--- src/rtl/uart_program_loader.sv ---
// UART program loader: receives a word-count header plus big-endian
// instruction words over 8N1 serial and writes them to instruction memory.
module uart_program_loader #(
    parameter int CLKS_PER_BIT = 434,
    parameter int MAX_WORDS    = 256
) (
    input  logic        clock,
    input  logic        reset,
    input  logic        rx,
    output logic        wr_en,
    output logic [31:0] wr_addr,
    output logic [31:0] wr_data,
    output logic        busy,
    output logic        done,
    output logic        frame_err
);

    localparam logic [15:0] BIT_END  = 16'(CLKS_PER_BIT - 1);
    localparam logic [15:0] HALF_END = 16'(CLKS_PER_BIT / 2 - 1);
    localparam logic [16:0] MAX_N    = 17'(MAX_WORDS);

    typedef enum logic [1:0] {
        R_IDLE,
        R_START,
        R_DATA,
        R_STOP
    } rx_state_t;

    typedef enum logic [2:0] {
        L_HDR_HI,
        L_HDR_LO,
        L_WORD,
        L_WRITE,
        L_FINISH
    } ld_state_t;

    // receiver state
    logic        rx_meta;
    logic        rx_sync;
    logic        rx_prev;
    rx_state_t   rx_state;
    rx_state_t   rx_next;
    logic [15:0] cnt;
    logic [15:0] cnt_next;
    logic [2:0]  bit_idx;
    logic [2:0]  bit_next;
    logic [7:0]  shift;
    logic [7:0]  shift_next;
    logic        byte_valid;
    logic        stop_err;

    // loader state
    ld_state_t   ld_state;
    ld_state_t   ld_next;
    logic [15:0] count;
    logic [15:0] count_next;
    logic [15:0] index;
    logic [15:0] index_next;
    logic [1:0]  bcnt;
    logic [1:0]  bcnt_next;
    logic [31:0] data;
    logic [31:0] data_next;
    logic        busy_next;
    logic [31:0] waddr_next;
    logic [31:0] wdata_next;
    logic        ferr_set;
    logic [15:0] n_words;
    logic [15:0] index_inc;

    // two-flop synchronizer plus previous-sample register for edge detection
    always_ff @(posedge clock or posedge reset) begin
        if (reset) begin
            rx_meta <= 1'b1;
            rx_sync <= 1'b1;
            rx_prev <= 1'b1;
        end else begin
            rx_meta <= rx;
            rx_sync <= rx_meta;
            rx_prev <= rx_sync;
        end
    end

    // receiver state register and datapath registers
    always_ff @(posedge clock or posedge reset) begin
        if (reset) begin
            rx_state <= R_IDLE;
            cnt      <= '0;
            bit_idx  <= '0;
            shift    <= '0;
        end else begin
            rx_state <= rx_next;
            cnt      <= cnt_next;
            bit_idx  <= bit_next;
            shift    <= shift_next;
        end
    end

    // receiver next-state: mid-bit sampling, glitch reject, stop check
    always_comb begin
        rx_next    = rx_state;
        cnt_next   = cnt;
        bit_next   = bit_idx;
        shift_next = shift;
        byte_valid = 1'b0;
        stop_err   = 1'b0;
        unique case (rx_state)
            R_IDLE: begin
                if (rx_prev && !rx_sync) begin
                    rx_next  = R_START;
                    cnt_next = '0;
                end
            end
            R_START: begin
                if (cnt == HALF_END) begin
                    cnt_next = '0;
                    bit_next = '0;
                    rx_next  = rx_sync ? R_IDLE : R_DATA;
                end else begin
                    cnt_next = cnt + 16'd1;
                end
            end
            R_DATA: begin
                if (cnt == BIT_END) begin
                    cnt_next   = '0;
                    shift_next = {rx_sync, shift[7:1]};
                    if (bit_idx == 3'd7) begin
                        rx_next = R_STOP;
                    end else begin
                        bit_next = bit_idx + 3'd1;
                    end
                end else begin
                    cnt_next = cnt + 16'd1;
                end
            end
            R_STOP: begin
                if (cnt == BIT_END) begin
                    cnt_next = '0;
                    rx_next  = R_IDLE;
                    if (rx_sync) begin
                        byte_valid = 1'b1;
                    end else begin
                        stop_err = 1'b1;
                    end
                end else begin
                    cnt_next = cnt + 16'd1;
                end
            end
            default: rx_next = R_IDLE;
        endcase
    end

    // loader state register, write port registers and sticky error flag
    always_ff @(posedge clock or posedge reset) begin
        if (reset) begin
            ld_state  <= L_HDR_HI;
            count     <= '0;
            index     <= '0;
            bcnt      <= '0;
            data      <= '0;
            busy      <= 1'b0;
            wr_addr   <= '0;
            wr_data   <= '0;
            frame_err <= 1'b0;
        end else begin
            ld_state  <= ld_next;
            count     <= count_next;
            index     <= index_next;
            bcnt      <= bcnt_next;
            data      <= data_next;
            busy      <= busy_next;
            wr_addr   <= waddr_next;
            wr_data   <= wdata_next;
            frame_err <= frame_err | ferr_set;
        end
    end

    assign n_words   = {count[15:8], shift};
    assign index_inc = index + 16'd1;

    // loader next-state: header parse, word assembly, write and finish
    always_comb begin
        ld_next    = ld_state;
        count_next = count;
        index_next = index;
        bcnt_next  = bcnt;
        data_next  = data;
        busy_next  = busy;
        waddr_next = wr_addr;
        wdata_next = wr_data;
        ferr_set   = stop_err;
        wr_en      = 1'b0;
        done       = 1'b0;
        if (stop_err) begin
            busy_next = 1'b0;
            ld_next   = L_HDR_HI;
        end else begin
            unique case (ld_state)
                L_HDR_HI: begin
                    if (byte_valid) begin
                        count_next = {shift, count[7:0]};
                        busy_next  = 1'b1;
                        ld_next    = L_HDR_LO;
                    end
                end
                L_HDR_LO: begin
                    if (byte_valid) begin
                        count_next = n_words;
                        if (n_words == 16'd0) begin
                            busy_next = 1'b0;
                            ld_next   = L_FINISH;
                        end else if ({1'b0, n_words} > MAX_N) begin
                            ferr_set  = 1'b1;
                            busy_next = 1'b0;
                            ld_next   = L_HDR_HI;
                        end else begin
                            index_next = '0;
                            bcnt_next  = '0;
                            ld_next    = L_WORD;
                        end
                    end
                end
                L_WORD: begin
                    if (byte_valid) begin
                        data_next = {data[23:0], shift};
                        bcnt_next = bcnt + 2'd1;
                        if (bcnt == 2'd3) begin
                            waddr_next = {14'b0, index, 2'b00};
                            wdata_next = {data[23:0], shift};
                            ld_next    = L_WRITE;
                        end
                    end
                end
                L_WRITE: begin
                    wr_en      = 1'b1;
                    index_next = index_inc;
                    if (index_inc == count) begin
                        busy_next = 1'b0;
                        ld_next   = L_FINISH;
                    end else begin
                        ld_next = L_WORD;
                    end
                end
                L_FINISH: begin
                    done    = 1'b1;
                    ld_next = L_HDR_HI;
                end
                default: ld_next = L_HDR_HI;
            endcase
        end
    end

endmodule

--- config.mk ---
export PLATFORM = sky130hd
export DESIGN_NAME = uart_program_loader
export DESIGN_NICKNAME = d
export VERILOG_FILES = /design/src/rtl/uart_program_loader.sv
export SDC_FILE = /design/constraint.sdc
export NUM_CORES = 1
export LEC_CHECK = 0
export CORE_MARGIN = 1
export CORE_UTILIZATION = 60
export CTS_CLUSTER_DIAMETER = 80
export DETAILED_ROUTE_END_ITERATION = 8
export GPL_TIMING_DRIVEN = 0
export PLACE_DENSITY = 0.9
export SLEW_MARGIN = 20
export SYNTH_ARGS = -nofsm -noshare
export SYNTH_HDL_FRONTEND = slang
export SYNTH_SLANG_ARGS = --single-unit
--- constraint.sdc ---
create_clock -name clock -period 13.7 [get_ports clock]
set_clock_uncertainty 0.15 [all_clocks]
set_input_delay 2.74 -clock clock [delete_from_list [all_inputs] [get_ports clock]]
set_output_delay 2.74 -clock clock [all_outputs]
set_load 0.03 [all_outputs]
## Yosys cells after proc, flatten, opt, wreduce, memory -nomap -nowiden

Cells that the tools add are included.

| storage, ports and cells | value |
|---|---|
| bits in registers | 143 |
| input port bits | 3 |
| output and inout port bits | 68 |

| operators by class | value |
|---|---|
| add/subtract/negate cells | 4 |
| order comparisons | 1 |
| equal/unequal tests | 28 |
| multiplexer cells | 58 |
| bitwise operators | 4 |
| reductions and logical operators | 21 |

Operators by type and width:

| operator | number |
|---|---|
| $mux W16 | 7 |
| $pmux W16 S2 | 2 |
| $pmux W16 S3 | 1 |
| $add A16 B1 Y16 const B | 2 |
| $mux W3 | 10 |
| $mux W2 | 11 |
| $mux W1 | 21 |
| $ne A2 B2 Y1 const B | 10 |
| $reduce_and A4 Y1 | 5 |
| $eq A16 B16 Y1 | 1 |
| $eq A16 B8 Y1 const B | 1 |
| $eq A16 B9 Y1 const B | 1 |
| $gt A16 B9 Y1 const B | 1 |
| $logic_not A16 Y1 | 1 |
| $ne A3 B3 Y1 const B | 5 |
| $reduce_and A5 Y1 | 3 |
| $pmux W3 S4 | 1 |
| $mux W8 | 1 |
| $pmux W2 S4 | 1 |
| $eq A2 B2 Y1 const B | 3 |
| $eq A3 B2 Y1 const B | 2 |
| $eq A3 B3 Y1 const B | 2 |
| $pmux W3 S2 | 1 |
| $reduce_and A6 Y1 | 1 |
| 18 further kinds | 22 |

## Depth between registers and ports, before layout

Gate-level depths: netlist (run 1).

| logic depth | value |
|---|---|
| depth after elaboration | 7 |
| mapped depth | 10 |

## Worst setup path after synthesis (run 1)

OpenSTA, ideal clock, no wires.

| path | value |
|---|---|
| path type | register to output |
| from | register cnt[1] |
| to | output port done |
| arrival time | 2.351 ns |
| required time | 10.810 ns |
| path slack | 8.459 ns |
| cell stages (with the launch flop) | 8 |
| buffers on the path | 0 |
| cells stage by stage | dfrtp_1 inv_1 ha_1 and3_1 and4_2 nand3_1 nor2_1 nor4b_1 |

| between the ends | value |
|---|---|
| word-level cells in the longest chain between the ends | 4 |

Ends and longest elaborated chain:

| what | RTL line | source |
|---|---|---|
| start, declared | 43 | `logic [15:0] cnt;` |
| start signal, assigned | 92 | `cnt <= cnt_next;` |
| $eq A16 B9 Y1 | 136 | `if (cnt == BIT_END) begin` |
| $mux W1 | 136 |  |
| $mux W1 | 106 | `unique case (rx_state)` |
| $mux W1 | 193 | `if (stop_err) begin` |
| end, declared | 14 | `output logic done,` |

No other way between the ends.

## Final worst setup path (run 1)

| path | value |
|---|---|
| from | register cnt[9] |
| to | output port wr_en |

| between the ends | value |
|---|---|
| word-level cells in the longest chain between the ends | 4 |

Ends and longest elaborated chain:

| what | RTL line | source |
|---|---|---|
| $eq A16 B9 Y1 | 136 |  |
| $mux W1 | 136 |  |
| $mux W1 | 106 |  |
| $mux W1 | 193 |  |
| end, declared | 10 | `output logic wr_en,` |

No other way between the ends.

==> flow_metrics.py, run 1 <==
metrics = {
    "status": {
        "status": "finished, final reports clean",
    },
    "critical_path": {
        "cp.arrival_ns": 3.74,
        "cp_max_fo": 7,
        "cp-start-kind": "register",
        "rrSetupSlack_ns": 10.28,
        "path_class": "register to output pin",
        "r2r_cells": 7,
        "crit_slowest_cell": "o31ai_1",
        "worstPathCellList": "nor4_4 -> nand4_4 -> o31ai_1 -> inv_1 -> clkdlybuf4s50_1",
        "required_ns": 10.81,
        "worstReg2RegEnd": "index[2]",
        "crit_path_end_kind": "output pin",
        "critPathMaxStageDelay_ns": 1.00,
        "reg2reg_from": "cnt[9]",
    },
    "logic_synthesis": {
        "synth_warnings": 0,
        "synth_edf_count": 0,
        "synthCells": 637,
        "synth.distinct_cells": 61,
        "synth.area.mux_share": 0.138,
        "synth_adder_area_share": 0.0126,
        "synth_top_family_by_area": "simple AND/OR/NAND/NOR gates",
        "synth_xor_area_frac": 0.0353,
        "synth_compound_area_frac": 0.0903,
        "ys.flop_type": "dfrtp_1",
        "synthSimpleGateAreaFrac": 0.160,
        "synth_seq_cells": 143,
        "yosysSeqAreaShare": 0.516,
        "synth_area_um2": 6940,
        "syn_area_per_cell_um2": 10.9,
        "async_reset_ff_frac": 1.00,
    },
    "drt": {
        "routed-wl-met2_mm": 7.88,
        "drt_iter0_drc": 475,
        "dr.pass1.iters": 5,
        "via_count": 5322,
        "ant_nets": 0,
        "drc": 0,
        "vias_per_cell": 6.06,
        "m1WireLength_mm": 6.83,
        "top_layer": "met4",
        "wl_met3_mm": 1.07,
        "routed_wl_mm": 16.1,
        "wire_per_inst_um": 18.4,
    },
    "cts": {
        "clockRootBuffer": "clkbuf_16",
        "cts_buffers": 17,
        "cts_resized": 0,
        "hold_buffers": 0,
        "numClockSinks": 143,
        "cts_tree": "done",
        "htreeDepth": 4,
        "insertion_delay_ns": 0.42,
        "post_cts.repair.setup_buffers": 0,
        "clockBufferDepth": 2,
        "clkTransAtPathRegs_ns": 0.06,
    },
    "sta": {
        "setup_tns_ns": 0,
        "maxSlewHeadroom": 0.219,
        "worstMarginPinSlew_ns": 1.16,
        "fmax_ghz": 0.151,
        "report.final.setup_viol": 0,
        "fin_crit_sh": 0.484,
        "slew_viol_final": 0,
        "hold_violations": 0,
        "rsz0062_at_grt": "false",
        "min_period_ns": 6.63,
    },
    "min_path": {
        "hold_end": "rx_sync",
        "hp-start": "rx_meta",
        "hold_class": "register to register",
        "hold-path-cell-count": 0,
    },
    "floorplanning": {
        "die_w_um": 110,
        "boundaryPins": 71,
        "die_h_um": 110,
        "rows": 38,
        "initial_utilization": 0.629,
        "die_area_um2": 12000,
        "core_area_um2": 11000,
    },
    "finish": {
        "finalNetCount": 736,
        "drive_gt1_frac": 0.199,
        "syn_to_final_growth_pct": 20.4,
        "seq_area_um2": 3580,
        "layout_common_cells": "dfrtp_1 (140), nand2_1 (114), clkdlybuf4s50_1 (54), o21ai_0 (52), mux2_2 (44)",
        "multi_input_area_um2": 3090,
        "final_common_cell": "dfrtp_1",
        "nFillCells": 688,
        "fin_util": 0.758,
        "diodes": 0,
    },
    "placed_design": {
        "gp_congestion": 0.910,
        "portBuffers": 54,
        "dp_hpwl_mm": 10.6,
    },
    "global_route": {
        "overflow": 0,
        "grt_pass1_wl_mm": 26.2,
        "grt.total_usage": 0.290,
        "first_global_vias": 5165,
        "grt_antenna_before_repair": 0,
        "grt_max_degree": 73,
    },
    "power_and_ir_drop": {
        "ir_drop_uv": 82.6,
        "power.leakage_nw": 4.03,
        "powerDensity_nw_per_um2": 121,
    },
    "job": {
        "maxCapViolations": 0,
    },
}
-- worst max-delay path by stage --
stage,from,cells after the start,endpoint
2_1_floorplan,reset,1,async pin
5_1_grt,cnt[9],5,wr_en
3_5_place_dp,cnt[9],5,wr_en
3_3_place_gp,reset,2,bit_idx[0]
4_1_cts,cnt[9],5,wr_en
6_report,cnt[9],5,wr_en
-- cells by family (layout without fill, tap and decap cells) --
logic type | after synthesis | after routing
AOI/OAI and AO/OA | 100 | 100
xor gates and xnor gates | 28 | 28
adders and majority gates | 7 | 7
buffers and inverters | 60 | 146
DFF | 143 | 143
muxes | 76 | 76
other | 1 | 16
and+or+nand+nor | 222 | 222
-- metal layers --
metal / vias to the layer above / track usage
met2: 270 / 0.467
met1: 2627 / 0.381
met3: 42 / 0.0605
met5: - / 0
li1: 2383 / -
met4: 0 / 0.130
-- critical path, delay by kind of cell, from the launching register on --
family          cells  cell delay (ns)
simple gates        2             0.69
buf+inv             2             1.16
compound gates      1             1.00
flops               1             0.46
-- through the flow --
| stage | setup slack [ns] | area, µm² | std cells | total power [mW] | hold slack, ns |
|---|---|---|---|---|---|
| 5_1_grt | 7.02 | 8360 | 878 | 1.04 | 0.209 |
| 3_5_place_dp | 7.63 | 7750 | 847 | 0.536 | 0.198 |
| 4_1_cts | 7.13 | 8360 | 878 | 1.01 | 0.206 |
| 2_1_floorplan | 6.98 | 7000 | 652 | 0.518 | 0.195 |
| 6_report | 7.07 | 8360 | 878 | 1.01 | 0.205 |
| 3_3_place_gp | 5.31 | 7710 | 846 | 0.528 | 0.198 |
-- sequential cells by signal, indices dropped and copies added, names as in the netlist, 8 cells and up, named ones only --
register,flops
cnt,16
wr_addr,16
wr_data,32
count,16
shift,8
data,24
index,16
-- cell type report --
class	count	area share
sequential	143	0.429
multi-input combinational	449	0.370
timing repair buffer	55	0.0680
clock buffer	20	0.0535
buffer	48	0.0334
tap	140	0.0210
clock inverter	11	0.0196
inverter	12	0.00629
-- synthesized netlist by cell type, drive strengths merged, types with 9 or more instances --
cell type  count  area share
o31ai          9      0.0097
mux2          72        0.13
nor2b          9      0.0081
o21ai         52       0.038
nor3          10      0.0079
dfrtp        140        0.50
clkbuf        21       0.011
xnor2         16       0.020
nor2          24       0.014
nand3         15       0.011
nor4          10       0.014
inv           11      0.0060
nand2        115       0.063
and3           9      0.0081
buf           27       0.029
xor2          12       0.015
-- power by group --
| part | internal [mW] | leakage (nW) | switching, mW |
|---|---|---|---|
| logic | 0.0287 | 1.78 | 0.0454 |
| registers | 0.437 | 1.96 | 0.0203 |
| clock network | 0.307 | 0.296 | 0.173 |
Note: power is estimated with default switching activity, not from simulation.
==> run 2, diff against run 1 <==
- CORE_UTILIZATION: 60 -> 52
- PLACE_DENSITY: 0.9 -> 0.83
- clock period: 13.7 -> 5.6 ns (I/O delays scaled with it)
==> run 2 against run 1 <==
Compared with the run above:
- first-iteration DRC count shrank 1.3%
- cell area up 0.27%
- clock-buffer cell count shrank 2
- via count down 3.7%
- cell count increased by 3.8%
- routed wire length is 3.8% lower
- critical path depth unchanged
- critical path type unchanged
- largest power group unchanged
- highest routed layer unchanged
==> flow_metrics.py, run 2 (same netlist as run 1, synthesis figures left out) <==
metrics = {
    "sta": {
        "slew_viol_final": 0,
        "fin_crit_sh": 0.810,
        "min_period_ns": 4.54,
        "report.final.setup_viol": 0,
        "maxSlewHeadroom": 0.413,
        "hold_violations": 0,
        "fmax_ghz": 0.220,
        "worstMarginPinSlew_ns": 0.871,
        "rsz0062_at_grt": "false",
        "timing.hold.ws_ns": 0.207,
    },
    "drt": {
        "ant_nets": 0,
        "wire_per_inst_um": 17.0,
        "via_count": 5127,
        "dr.pass1.iters": 5,
        "vias_per_cell": 5.63,
        "drt_iter0_drc": 469,
        "drc": 0,
        "routed_wl_mm": 15.5,
    },
    "floorplanning": {
        "core_area_um2": 12800,
        "rows": 41,
        "die_area_um2": 13800,
        "boundaryPins": 71,
        "die_h_um": 118,
        "die_w_um": 118,
        "initial_utilization": 0.541,
    },
    "cts": {
        "cts_tree": "done",
        "clkTransAtPathRegs_ns": 0.06,
        "post_cts.repair.setup_buffers": 0,
        "cts_buffers": 17,
        "htreeDepth": 4,
        "cts_resized": 0,
        "clockBufferDepth": 2,
        "numClockSinks": 143,
        "insertion_delay_ns": 0.43,
        "clockRootBuffer": "clkbuf_16",
        "hold_buffers": 0,
    },
    "placed_design": {
        "place_area_um2": 7790,
        "dp_hpwl_mm": 10.5,
        "portBuffers": 54,
        "gp_congestion": 0.861,
    },
    "global_route": {
        "grt_antenna_before_repair": 0,
        "overflow": 0,
        "grt_max_degree": 111,
        "first_global_vias": 4990,
        "grt_pass1_wl_mm": 25.8,
        "grt.total_usage": 0.236,
    },
    "critical_path": {
        "crit_path_end_kind": "output pin",
        "cp_max_fo": 7,
        "cp-start-kind": "register",
        "cp.arrival_ns": 3.27,
        "required_ns": 4.33,
        "path_class": "register to output pin",
    },
    "job": {
        "maxCapViolations": 0,
    },
    "finish": {
        "final_common_cell": "dfrtp_1",
        "layout_common_cells": "dfrtp_1 (140), nand2_1 (114), clkdlybuf4s50_1 (54), o21ai_0 (52), mux2_2 (44)",
        "syn_to_final_growth_pct": 20.8,
        "largest_register_ffs": 32,
        "finalNetCount": 736,
        "drive_gt1_frac": 0.203,
        "fin_area_um2": 8380,
        "largestRegisters": "wr_data: 32 flops, data: 24 flops",
        "diodes": 0,
        "largest-register": "wr_data",
    },
    "power_and_ir_drop": {
        "ir_drop_uv": 191,
        "powerDensity_nw_per_um2": 290,
        "power.leakage_nw": 4.03,
    },
    "min_path": {
        "hold_class": "register to register",
    },
    "status": {
        "status": "finished, final reports clean",
    },
}
-- run 2: changes by cell type in the layout (fill, tap and decap cells not counted), moves of 2 or more --
cell,change
clkinv_2,-2
clkinv_4,+5
bufinv_16,-2
inv_6,+2
-- run 2: power breakdown --
group / total [mW] / internal (mW) / leakage (nW) / switching, mW
logic: 0.183 / 0.0715 / 1.78 / 0.111
registers: 1.12 / 1.07 / 1.96 / 0.0501
clock network: 1.13 / 0.664 / 0.287 / 0.467
-- run 2: critical path, stage by stage, from the launching register on --
cell	delay, ns
dfrtp_1	0.45
nor4_4	0.42
nand4_4	0.21
o31ai_2	0.69
inv_1	0.38
clkdlybuf4s50_1	0.69
-- run 2: cell type report --
class                      instances  area [µm²]
buffer                            48         279
clock buffer                      18         429
clock inverter                    14         159
fill                             971        4450
inverter                          12        52.6
multi-input combinational        449        3090
sequential                       143        3580
tap                              172         215
timing repair buffer              55         568
-- run 2: worst paths after layout --
| kind | startpoint | to | slack (ns) | cells past startpoint |
|---|---|---|---|---|
| worst min register to register | rx_meta | rx_sync | 0.21 | 0 |
| worst min-delay path | rx_meta | rx_sync | 0.21 | 0 |
| max in group asynchronous | reset | rx_meta | 3.59 | 3 |
| worst max register to register | index[0] | busy | 2.46 | 7 |
| min in group asynchronous | reset | wr_addr[3] | 0.91 | 2 |
| worst max-delay path | cnt[13] | wr_en | 1.06 | 5 |
-- run 2: routing by layer --
| metal | up-vias | track usage | wire length, µm |
|---|---|---|---|
| met5 | - | 0 | 0 |
| met4 | 0 | 0.0841 | 240 |
| met3 | 26 | 0.0480 | 804 |
| met2 | 176 | 0.380 | 7610 |
| met1 | 2536 | 0.317 | 6870 |
| li1 | 2389 | - | - |
-- run 2: metrics by stage --
stage | TNS, ns | util | setup slack (ns) | instances | total power, mW
after detailed placement | 0 | 0.607 | 1.16 | 879 | 1.32
after global placement | -170.07 | 0.604 | -1.22 | 878 | 1.30
final | 0 | 0.653 | 1.06 | 911 | 2.43
after floorplan | 0 | - | 0.497 | 652 | 1.27
after global routing | 0 | 0.653 | 0.970 | 911 | 2.51
after CTS | 0 | 0.653 | 0.643 | 911 | 2.44
